<file path="config.mk">
export PLATFORM = sky130hd
export DESIGN_NAME = hazard_unit_sb
export DESIGN_NICKNAME = d
export VERILOG_FILES = /design/src/rtl/hazard_pkg.sv /design/src/rtl/hazard_scoreboard.sv /design/src/rtl/hazard_unit_sb.sv
export SDC_FILE = /design/constraint.sdc
export NUM_CORES = 1
export LEC_CHECK = 0
export CORE_MARGIN = 5
export CORE_UTILIZATION = 48
export DETAILED_ROUTE_END_ITERATION = 8
export PLACE_DENSITY = 0.82
export SETUP_SLACK_MARGIN = 0.1
export SYNTH_ARGS = -nofsm -noshare
export SYNTH_HDL_FRONTEND = slang
export SYNTH_SLANG_ARGS = --single-unit
</file>
<file path="constraint.sdc">
create_clock -name clk -period 13.2 [get_ports clk]
set_clock_uncertainty 0.2 [all_clocks]
set_input_delay 3.96 -clock clk [delete_from_list [all_inputs] [get_ports clk]]
set_output_delay 3.96 -clock clk [all_outputs]
set_load 0.01 [all_outputs]
</file>
<file path="src/rtl/hazard_pkg.sv">
// ---------------------------------------------------------------------------
// hazard_pkg
// Shared types and constants for the scoreboarded hazard unit.
//   fwd_sel_t   : ALU operand forwarding select encoding
//   mc_state_t  : occupancy state of the multi-cycle (MUL/DIV) unit
//   HU_*        : default widths used by hazard_unit_sb and hazard_scoreboard
// ---------------------------------------------------------------------------
package hazard_pkg;

    localparam int HU_REG_ADDR_W = 5;
    localparam int HU_NUM_REGS   = 2 ** HU_REG_ADDR_W;
    localparam int HU_CNT_W      = 16;

    // Forwarding select encoding. The bit pattern is fixed by the datapath
    // mux, so it is a plain two-bit type with named values.
    typedef logic [1:0] fwd_sel_t;

    localparam fwd_sel_t FWD_RF  = 2'b00;
    localparam fwd_sel_t FWD_WB  = 2'b01;
    localparam fwd_sel_t FWD_MEM = 2'b10;
    localparam fwd_sel_t FWD_MC  = 2'b11;

    typedef enum logic {
        IDLE = 1'b0,
        BUSY = 1'b1
    } mc_state_t;

endpackage

</file>
<file path="src/rtl/hazard_scoreboard.sv">
// ---------------------------------------------------------------------------
// hazard_scoreboard
// One busy bit per architectural register, marking destinations whose value
// is still being produced by the multi-cycle unit.
// Ports:
//   clk, rst           clock, asynchronous active-high reset (clears all bits)
//   set_en, set_key    mark a register busy (multi-cycle issue)
//   clr_en, clr_key    mark a register free (multi-cycle completion)
//   rd1_key, rd2_key   decode source keys to look up
//   rd1_busy, rd2_busy lookup results; a key being cleared this cycle and
//                      key 0 both read as not busy
// ---------------------------------------------------------------------------
module hazard_scoreboard
    import hazard_pkg::*;
#(
    parameter int REG_ADDR_W = HU_REG_ADDR_W,
    parameter int NUM_REGS   = 2 ** REG_ADDR_W
) (
    input  logic                  clk,
    input  logic                  rst,
    input  logic                  set_en,
    input  logic [REG_ADDR_W-1:0] set_key,
    input  logic                  clr_en,
    input  logic [REG_ADDR_W-1:0] clr_key,
    input  logic [REG_ADDR_W-1:0] rd1_key,
    input  logic [REG_ADDR_W-1:0] rd2_key,
    output logic                  rd1_busy,
    output logic                  rd2_busy
);

    logic [NUM_REGS-1:0] busy;
    logic [NUM_REGS-1:0] busy_nxt;

    // Next-state of the busy vector. The clear is applied first so that a
    // set of the same key on the same edge wins: a back-to-back op writing
    // the register its predecessor just finished must keep it busy. Entry 0
    // is forced clear because x0 is never written.
    always_comb begin
        busy_nxt = busy;
        if (clr_en) begin
            busy_nxt[clr_key] = 1'b0;
        end
        if (set_en && (set_key != '0)) begin
            busy_nxt[set_key] = 1'b1;
        end
        busy_nxt[0] = 1'b0;
    end

    // Busy vector register, cleared asynchronously so a reset in the middle
    // of a multi-cycle operation forgets every outstanding destination.
    always_ff @(posedge clk or posedge rst) begin
        if (rst) begin
            busy <= '0;
        end else begin
            busy <= busy_nxt;
        end
    end

    // A result completing this cycle is forwarded straight to the consumer,
    // so its key is treated as already free for the lookup.
    assign rd1_busy = (rd1_key != '0) && busy[rd1_key] && !(clr_en && (clr_key == rd1_key));
    assign rd2_busy = (rd2_key != '0) && busy[rd2_key] && !(clr_en && (clr_key == rd2_key));

endmodule

</file>
<file path="src/rtl/hazard_unit_sb.sv">
// ---------------------------------------------------------------------------
// hazard_unit_sb
// Hazard unit for a 5-stage pipeline with an attached variable-latency
// multi-cycle unit (MUL/DIV). Produces ALU forwarding selects, load-use,
// scoreboard RAW and structural stalls, branch flushes, the multi-cycle
// occupancy state and a saturating stall-cycle counter.
//
// Optional build macro HU_MC_FLUSH_EN: when defined, a multi-cycle issue
// presented the cycle after a taken branch is treated as wrong-path and
// dropped (no busy bit, no FSM transition). When undefined, every issue is
// honoured and the pipeline must squash wrong-path issues itself.
//
// Ports:
//   clk, rst                       clock, asynchronous active-high reset
//   d_in_r1_key/r2_key             decode-stage source registers
//   d_in_mc_op_en                  decode instruction uses the multi-cycle unit
//   e_in_r1_key/r2_key/rd_key      execute-stage sources and destination
//   e_in_rd_is_load_en             execute instruction is a load
//   e_in_branch_en                 taken branch/jump resolved in execute
//   e_in_mc_issue_en               execute instruction enters the mc unit
//   m_in_rd_key/m_in_rd_we         memory-stage write port
//   wb_in_rd_key/wb_in_rd_we       writeback-stage write port
//   mc_in_done_en/mc_in_rd_key     multi-cycle result valid and destination
//   hu_out_alu_src1_sel/src2_sel   forwarding selects (see fwd_sel_t)
//   hu_out_stall_f_en/stall_d_en   hold PC and IF/ID
//   hu_out_flush_d_en/flush_e_en   bubble IF/ID and ID/EX
//   hu_out_mc_busy                 multi-cycle unit occupied
//   hu_out_stall_cnt               saturating count of stall cycles
// All outputs read 0 while rst is asserted.
// ---------------------------------------------------------------------------
module hazard_unit_sb
    import hazard_pkg::*;
#(
    parameter int REG_ADDR_W = HU_REG_ADDR_W,
    parameter int NUM_REGS   = 2 ** REG_ADDR_W,
    parameter int CNT_W      = HU_CNT_W
) (
    input  logic                  clk,
    input  logic                  rst,
    input  logic [REG_ADDR_W-1:0] d_in_r1_key,
    input  logic [REG_ADDR_W-1:0] d_in_r2_key,
    input  logic                  d_in_mc_op_en,
    input  logic [REG_ADDR_W-1:0] e_in_r1_key,
    input  logic [REG_ADDR_W-1:0] e_in_r2_key,
    input  logic [REG_ADDR_W-1:0] e_in_rd_key,
    input  logic                  e_in_rd_is_load_en,
    input  logic                  e_in_branch_en,
    input  logic                  e_in_mc_issue_en,
    input  logic [REG_ADDR_W-1:0] m_in_rd_key,
    input  logic                  m_in_rd_we,
    input  logic [REG_ADDR_W-1:0] wb_in_rd_key,
    input  logic                  wb_in_rd_we,
    input  logic                  mc_in_done_en,
    input  logic [REG_ADDR_W-1:0] mc_in_rd_key,
    output logic [1:0]            hu_out_alu_src1_sel,
    output logic [1:0]            hu_out_alu_src2_sel,
    output logic                  hu_out_stall_f_en,
    output logic                  hu_out_stall_d_en,
    output logic                  hu_out_flush_d_en,
    output logic                  hu_out_flush_e_en,
    output logic                  hu_out_mc_busy,
    output logic [CNT_W-1:0]      hu_out_stall_cnt
);

    mc_state_t        mc_state;
    logic             wrong_path;
    logic             issue_live;
    logic             done_eff;
    logic             issue_ok;
    logic             sb_r1_busy;
    logic             sb_r2_busy;
    logic             load_stall;
    logic             sb_stall;
    logic             mc_stall;
    logic             stall;
    fwd_sel_t         src1_sel;
    fwd_sel_t         src2_sel;
    logic [CNT_W-1:0] stall_cnt;

    // Forwarding priority: the youngest producer (memory stage) wins, then a
    // completing multi-cycle result, then writeback. x0 never forwards.
    function automatic fwd_sel_t fwd_select(
        input logic [REG_ADDR_W-1:0] src,
        input logic [REG_ADDR_W-1:0] m_key,
        input logic                  m_we,
        input logic                  mc_done,
        input logic [REG_ADDR_W-1:0] mc_key,
        input logic [REG_ADDR_W-1:0] wb_key,
        input logic                  wb_we
    );
        fwd_sel_t sel;
        sel = FWD_RF;
        if (src != '0) begin
            if (m_we && (m_key == src)) begin
                sel = FWD_MEM;
            end else if (mc_done && (mc_key == src)) begin
                sel = FWD_MC;
            end else if (wb_we && (wb_key == src)) begin
                sel = FWD_WB;
            end
        end
        return sel;
    endfunction

`ifdef HU_MC_FLUSH_EN
    logic branch_q;

    // Remember last cycle's taken branch so the instruction that follows it
    // into execute (the wrong-path one) cannot claim the multi-cycle unit.
    always_ff @(posedge clk or posedge rst) begin
        if (rst) begin
            branch_q <= 1'b0;
        end else begin
            branch_q <= e_in_branch_en;
        end
    end

    assign wrong_path = branch_q;
`else
    assign wrong_path = 1'b0;
`endif

    // An issue is accepted when the unit is free or is handing back its
    // result on this same edge. Issue into a busy unit and done from an idle
    // unit are protocol errors and are ignored here.
    assign issue_live = e_in_mc_issue_en && !wrong_path;
    assign done_eff   = mc_in_done_en && (mc_state == BUSY);
    assign issue_ok   = issue_live && ((mc_state == IDLE) || done_eff);

    hazard_scoreboard #(
        .REG_ADDR_W (REG_ADDR_W),
        .NUM_REGS   (NUM_REGS)
    ) u_scoreboard (
        .clk      (clk),
        .rst      (rst),
        .set_en   (issue_ok),
        .set_key  (e_in_rd_key),
        .clr_en   (done_eff),
        .clr_key  (mc_in_rd_key),
        .rd1_key  (d_in_r1_key),
        .rd2_key  (d_in_r2_key),
        .rd1_busy (sb_r1_busy),
        .rd2_busy (sb_r2_busy)
    );

    // Operand forwarding selects for the two execute-stage sources.
    always_comb begin
        src1_sel = fwd_select(e_in_r1_key, m_in_rd_key, m_in_rd_we, mc_in_done_en,
                              mc_in_rd_key, wb_in_rd_key, wb_in_rd_we);
        src2_sel = fwd_select(e_in_r2_key, m_in_rd_key, m_in_rd_we, mc_in_done_en,
                              mc_in_rd_key, wb_in_rd_key, wb_in_rd_we);
    end

    // Stall sources: a load result is not ready for the next instruction,
    // a source is still owed by the multi-cycle unit, or a second multi-cycle
    // op arrives while the unit is occupied and not finishing this cycle.
    always_comb begin
        load_stall = e_in_rd_is_load_en && (e_in_rd_key != '0) &&
                     ((e_in_rd_key == d_in_r1_key) || (e_in_rd_key == d_in_r2_key));
        sb_stall   = sb_r1_busy || sb_r2_busy;
        mc_stall   = d_in_mc_op_en && (mc_state == BUSY) && !mc_in_done_en;
        stall      = load_stall || sb_stall || mc_stall;
    end

    // Multi-cycle unit occupancy. Done together with a new issue keeps the
    // unit BUSY so back-to-back operations do not bounce through IDLE.
    always_ff @(posedge clk or posedge rst) begin
        if (rst) begin
            mc_state <= IDLE;
        end else begin
            case (mc_state)
                IDLE: begin
                    if (issue_ok) begin
                        mc_state <= BUSY;
                    end
                end
                BUSY: begin
                    if (done_eff && !issue_ok) begin
                        mc_state <= IDLE;
                    end
                end
                default: mc_state <= IDLE;
            endcase
        end
    end

    // Performance counter of stalled cycles; it sticks at all-ones rather
    // than wrapping so a long run never reports a misleadingly small value.
    always_ff @(posedge clk or posedge rst) begin
        if (rst) begin
            stall_cnt <= '0;
        end else if (stall && !(&stall_cnt)) begin
            stall_cnt <= stall_cnt + CNT_W'(1);
        end
    end

    // The pipeline registers give flush priority over stall, so a taken
    // branch may raise both flush_d and stall_d in the same cycle.
    assign hu_out_alu_src1_sel = rst ? FWD_RF : src1_sel;
    assign hu_out_alu_src2_sel = rst ? FWD_RF : src2_sel;
    assign hu_out_stall_f_en   = stall && !rst;
    assign hu_out_stall_d_en   = stall && !rst;
    assign hu_out_flush_d_en   = e_in_branch_en && !rst;
    assign hu_out_flush_e_en   = (stall || e_in_branch_en) && !rst;
    assign hu_out_mc_busy      = (mc_state == BUSY);
    assign hu_out_stall_cnt    = stall_cnt;

    // Protocol checks on the multi-cycle handshake and issue/branch overlap.
    a_issue_while_busy : assert property (@(posedge clk) disable iff (rst)
        !(issue_live && (mc_state == BUSY) && !mc_in_done_en));
    a_done_while_idle : assert property (@(posedge clk) disable iff (rst)
        !(mc_in_done_en && (mc_state == IDLE)));
    a_issue_with_branch : assert property (@(posedge clk) disable iff (rst)
        !(e_in_mc_issue_en && e_in_branch_en));

endmodule
</file>
==> impl_metrics.toml, run 1 <==
[power_and_ir_drop]
power.switching_mw = 0.159
p_int_mw = 0.309
p_per_area_mw_per_mm2 = 109
ir_drop_mv = 0.0447
total_power_mw = 0.468
pwr-share-comb = 0.347
p_sw_frac = 0.339
pwr-share-seq = 0.456
p_leak_nw = 1.67
p_clk_frac = 0.197

[run_status]
status = "completed"

[setup_path]
critPathTopFamily = "buffers and inverters"
critPathBufInv = 2
cp_slowest_cell = "clkdlybuf4s50_1"
r2r-start = "u_scoreboard.busy[6]"
critical_path.max_fanout = 18
crit_type = "input port to output pin"
ff2ff_setup_slack_ns = 10.13
worst_ep_arrival_time_ns = 7.54
worstPathCellList = "clkdlybuf4s50_1 -> mux2i_1 -> mux4_2 -> and2_0 -> o221ai_1 -> a221o_1 -> and2_2 -> clkdlybuf4s50_1"
cpMostUsedCell = "clkdlybuf4s50_1"
worst_setup_path_end_kind = "output pin"
cp.required_ns = 9.04
max_stage_delay_ns = 1.02
critPathLaunchType = "input port"
rr_endpoint = "hu_out_stall_cnt[14]"
reg2regPathDepth = 7

[logic_synthesis]
synth_nets = 415
synth_area_per_cell_um2 = 9.54
async_flop_share = 1.00
synth_edf_count = 0
synth_seq_area_share = 0.345
synth_flop_cell = "dfrtp_1"
ys_types = 55
ys_ff_latch = 48
synthesis.area_mm2 = 0.00348
synth_warnings = 0
synthCells = 365

[sta]
hold_violations = 0
final_max_slew_viol_count = 0
setup_tns_ns = 0
setup_ws_ns = 1.50
maxSlewHeadroom = 0.330
final.min_clock_period_ns = 11.70
max_slew.worst_pin.slew_ns = 1.00
finalCritPeriodShare = 0.887
fmax_mhz = 85.4
setup_viol = 0
rsz0062_at_grt = "no"

[drt]
drtPass1Iterations = 5
avgRoutedWirePerCell_um = 19.2
post-route-drc-count = 0
via_count = 3203
viasPerCell = 6.15
routed_wl_um = 10000
ant_nets = 0
drtIter0Drc = 250

[placement]
placedInstanceArea_mm2 = 0.00421
port_buffers = 73
dp_hpwl_um = 7210
place_ws_ns = 1.54
place_inst = 513
finalWeightedCongestion = 0.972

[job]
max-cap-violations = 0

[global_route]
grt_pass1_vias = 3093
grt_max_degree = 50
overflow = 0
antenna_found_initial = 0
grt_pass1_wl_um = 15500
grt_usage = 0.220

[clock_tree]
cts_buffers = 5
cts_buffer_depth = 2
cts_hold_buf = 0
clk_pin_slew_worst_paths_ns = 0.09
cts.repair.resized = 0
cts.sinks = 48
tritoncts = "done"
clock_latency_ns = 0.30
cts_root_buf = "clkbuf_8"
cts_max_level = 2
postCtsSetupBuffers = 0

[final_layout]
stdcell_area_mm2 = 0.00430
diodes = 0
areaGrowthSynthToFinish_pct = 23.5
drive_gt1_frac = 0.0782
nNetsFinal = 471
stdcell_count = 521

[hold_path]
hold_class = "flop to flop"
whs_path_depth = 1
timing.hold.worst.start = "hu_out_stall_cnt[8]"
worstHoldEndpoint = "hu_out_stall_cnt[8]"

[floorplan]
dieArea_mm2 = 0.00906
design.core.area_mm2 = 0.00718
placement_rows = 31
die_x_um = 95.2
initial_utilization = 0.485
die_h_um = 95.2
pin_count = 74
## metrics by stage
stage	hold WS (ns)	utilization
finish	0.304	0.599
global route	0.322	0.599
CTS	0.305	0.599
detailed placement	0.290	0.586
global placement	0.286	0.586
floorplan	0.281	-
## layer usage
layer	GRT usage	vias up	wire length, µm
li1	-	1453	-
met1	0.294	1543	4200
met2	0.332	182	4470
met3	0.0734	25	1120
met4	0.0781	0	225
met5	0	-	0
## cells in the mapped netlist (2+ instances only)
library cell,count,area share
a2111oi_0,2,0.0050
a211oi_1,2,0.0043
a21oi_1,4,0.0057
a31oi_1,2,0.0036
and3_1,12,0.022
buf_2,4,0.0057
buf_4,2,0.0043
buf_6,2,0.0065
clkbuf_1,14,0.015
dfrtp_1,48,0.34
inv_1,4,0.0043
mux2i_1,13,0.037
mux4_1,3,0.023
mux4_2,7,0.045
nand2_1,11,0.012
nand2b_1,6,0.011
nand3_1,7,0.010
nand3_2,7,0.020
nand3b_1,9,0.019
nand4_1,12,0.022
nand4b_1,3,0.0075
nor2_1,21,0.023
nor2b_1,2,0.0036
nor3_1,5,0.0072
nor4_1,6,0.011
o21ai_0,61,0.088
o22ai_1,2,0.0036
o31ai_1,2,0.0043
or3_1,4,0.0072
or3b_2,3,0.0075
xnor2_1,26,0.065
xor2_1,36,0.091
## worst max-delay path by stage
stage / from / endpoint / slack [ns] / depth (start not counted)
2_1_floorplan: d_in_r1_key[1] / hu_out_stall_f_en / 2.97 / 10
3_3_place_gp: d_in_r2_key[2] / hu_out_stall_d_en / 1.67 / 8
3_5_place_dp: d_in_r2_key[2] / hu_out_stall_d_en / 1.54 / 8
4_1_cts: d_in_r2_key[2] / hu_out_stall_d_en / 1.55 / 8
5_1_grt: d_in_r2_key[2] / hu_out_stall_d_en / 1.36 / 8
6_report: d_in_r2_key[2] / hu_out_stall_d_en / 1.50 / 8
## state kept, by name, indices dropped and copies added, names as in the netlist
register / cells
hu_out_stall_cnt: 16
u_scoreboard.busy: 31
hu_out_mc_busy: 1
## cells by family after synthesis
family          count (synthesis)  share of synthesized area
xor+xnor                       62                      0.156
flops                          48                      0.345
buf+inv                        28                     0.0413
simple gates                  119                      0.211
compound gates                 82                      0.132
fa+ha+maj                       1                    0.00359
mux                            25                      0.112
## power groups by stage
stage | registers [mW] | logic (mW) | clock network, mW
2_1_floorplan | 0.208 | 0.100 | 0
3_3_place_gp | 0.213 | 0.156 | 0
3_5_place_dp | 0.214 | 0.162 | 0
4_1_cts | 0.212 | 0.162 | 0.0941
5_1_grt | 0.216 | 0.176 | 0.0992
6_report | 0.213 | 0.163 | 0.0921
## layout make-up
type | count | area (µm²)
fill | 596 | 2870
multi-input combinational | 289 | 2140
sequential | 48 | 1200
timing repair buffer | 73 | 731
tap | 99 | 124
clock buffer | 7 | 86.3
inverter | 4 | 15.0
clock inverter | 1 | 7.51
## cell usage in the layout (no fill, tap or decap), types with 2 or more instances in the layout
cell / n
nor4_1: 6
o31ai_1: 2
o21ai_0: 61
inv_1: 3
o22ai_1: 2
a2111oi_0: 2
dfrtp_1: 48
a21oi_1: 4
xnor2_1: 26
nand3_1: 7
nand2b_1: 6
nand4_1: 12
nand2_1: 11
mux4_1: 3
nand4b_1: 3
xor2_1: 36
a31oi_1: 2
nand3b_1: 9
and3_1: 12
nor2_1: 21
clkdlybuf4s50_1: 73
nand3_2: 7
clkbuf_8: 6
mux4_2: 7
or3_1: 4
or3b_2: 3
mux2i_1: 13
a211oi_1: 2
nor2b_1: 2
nor3_1: 5
No activity file was read; power rests on OpenSTA's default activity.
==> run 2, diff against run 1 <==
SLEW_MARGIN = 10   (was unset)
==> results of run 2 <==
Same layout as run 1: the final DEF is identical, and so are final timing and power.
==> run 3, diff against run 2 <==
--- a/config.mk
+++ b/config.mk
@@ -15,2 +15,3 @@
 export SYNTH_HDL_FRONTEND = slang
 export SYNTH_SLANG_ARGS = --single-unit
+export TNS_END_PERCENT = 5
--- a/constraint.sdc
+++ b/constraint.sdc
@@ -3,3 +3,3 @@
 set_input_delay 3.96 -clock clk [delete_from_list [all_inputs] [get_ports clk]]
 set_output_delay 3.96 -clock clk [all_outputs]
-set_load 0.01 [all_outputs]
+set_load 0.005 [all_outputs]
==> run 3 against run 2 <==
Effect of this change:
- fmax grew 0.34%
- die area stayed put
- critical endpoint unchanged
- combinational power is 3% lower
==> impl_metrics.toml, run 3 (synthesis gave the netlist of run 1 again) <==
[floorplan]
design.core.area_mm2 = 0.00718
pin_count = 74
die_h_um = 95.2
dieArea_mm2 = 0.00906
initial_utilization = 0.485
placement_rows = 31
die_x_um = 95.2

[sta]
maxSlewHeadroom = 0.341
rsz0062_at_grt = "no"
final.min_clock_period_ns = 11.67
fmax_mhz = 85.7
setup_viol = 0
finalCritPeriodShare = 0.884
setup_tns_ns = 0
final_max_slew_viol_count = 0
setup_ws_ns = 1.53
hold_violations = 0
max_slew.worst_pin.slew_ns = 0.987

[drt]
drtPass1Iterations = 5
post-route-drc-count = 0
via_count = 3156
ant_nets = 0
routed_wl_um = 10100
viasPerCell = 6.06
drtIter0Drc = 383
avgRoutedWirePerCell_um = 19.3

[final_layout]
areaGrowthSynthToFinish_pct = 24.3
largest-register = "u_scoreboard.busy"
diodes = 0
drive_gt1_frac = 0.0806
final_cell_mix = "73 x clkdlybuf4s50_1, 61 x o21ai_0, 48 x dfrtp_1, 36 x xor2_1, 26 x xnor2_1"
stdcell_count = 521
fill_cells = 603
largest_reg_flops = 31
final_util = 0.603
mostFrequentLayoutCell = "clkdlybuf4s50_1"
nNetsFinal = 471

[global_route]
antenna_found_initial = 0
grt_pass1_wl_um = 15800
grt_max_degree = 50
overflow = 0
grt_pass1_vias = 3113
grt_usage = 0.226

[setup_path]
cp_slowest_cell = "clkdlybuf4s50_1"
critPathLaunchType = "input port"
worst_ep_arrival_time_ns = 7.51
max_stage_delay_ns = 1.04
cp.required_ns = 9.04
critPathBufInv = 2
worst_setup_path_end_kind = "output pin"
critPathTopFamily = "buffers and inverters"
worstPathCellList = "clkdlybuf4s50_1 -> mux2i_1 -> mux4_2 -> and2_0 -> o221ai_1 -> a221o_1 -> and2_2 -> clkdlybuf4s50_1"
critical_path.max_fanout = 18
cpMostUsedCell = "clkdlybuf4s50_1"
crit_type = "input port to output pin"

[placement]
place_inst = 513
port_buffers = 73
dp_hpwl_um = 7390
place_ws_ns = 1.55
finalWeightedCongestion = 0.979

[clock_tree]
clk_pin_slew_worst_paths_ns = 0.09
cts_buffers = 5
cts_root_buf = "clkbuf_8"
cts_max_level = 2
cts.sinks = 48
tritoncts = "done"
cts_hold_buf = 0
clock_latency_ns = 0.30
postCtsSetupBuffers = 0
cts.repair.resized = 0
cts_buffer_depth = 2

[power_and_ir_drop]
p_leak_nw = 1.69
ir_drop_mv = 0.0460
p_per_area_mw_per_mm2 = 112
total_power_mw = 0.483

[hold_path]
hold_class = "flop to flop"

[run_status]
status = "completed"

[job]
max-cap-violations = 0
[run 3: stage by stage]
step,area (µm²),hold slack (ns)
floorplan,3480,0.281
global placement,4210,0.286
detailed placement,4210,0.287
CTS,4330,0.303
global route,4330,0.326
finish,4330,0.304
[run 3: power breakdown]
group | internal [mW] | total [mW] | switching [mW]
registers | 0.180 | 0.213 | 0.0331
logic | 0.0864 | 0.158 | 0.0712
clock network | 0.0620 | 0.112 | 0.0501
[run 3: area by class of cell]
type                            count  area, µm²  share of cell area
Clock inverter                      2       38.8             0.00896
Clock buffer                        6       82.6              0.0191
Inverter                            4       15.0             0.00347
Sequential cell                    48       1200               0.277
Tap cell                           99        124              0.0286
Timing Repair Buffer               73        731               0.169
Multi-Input combinational cell    289       2140               0.494
[run 3: worst reg2reg max path, stage by stage, from the launching register on]
cell      delay, ns
dfrtp_1        0.43
mux4_1         0.51
nor4bb_1       0.16
nor4_2         0.30
nand4_1        0.15
a221o_1        0.64
nand2_1        0.25
mux2_1         0.34
[run 3: worst paths after layout]
kind / cells past startpoint / slack (ns) / from / to
min in group asynchronous: 2 / 4.18 / rst / hu_out_stall_cnt[7]
max in group asynchronous: 2 / 8.00 / rst / u_scoreboard.busy[28]
min reg2reg: 1 / 0.30 / hu_out_stall_cnt[9] / hu_out_stall_cnt[9]
max reg2reg: 7 / 10.12 / u_scoreboard.busy[6] / hu_out_stall_cnt[1]
max: 8 / 1.53 / d_in_r2_key[2] / hu_out_stall_d_en
min: 1 / 0.30 / hu_out_stall_cnt[9] / hu_out_stall_cnt[9]
[run 3: layer usage]
metal	vias to the layer above	part of all wire	track usage
li1	1448	-	-
met1	1508	0.39	0.288
met2	181	0.46	0.354
met3	19	0.13	0.0805
met4	0	0.020	0.0829
met5	-	0	0
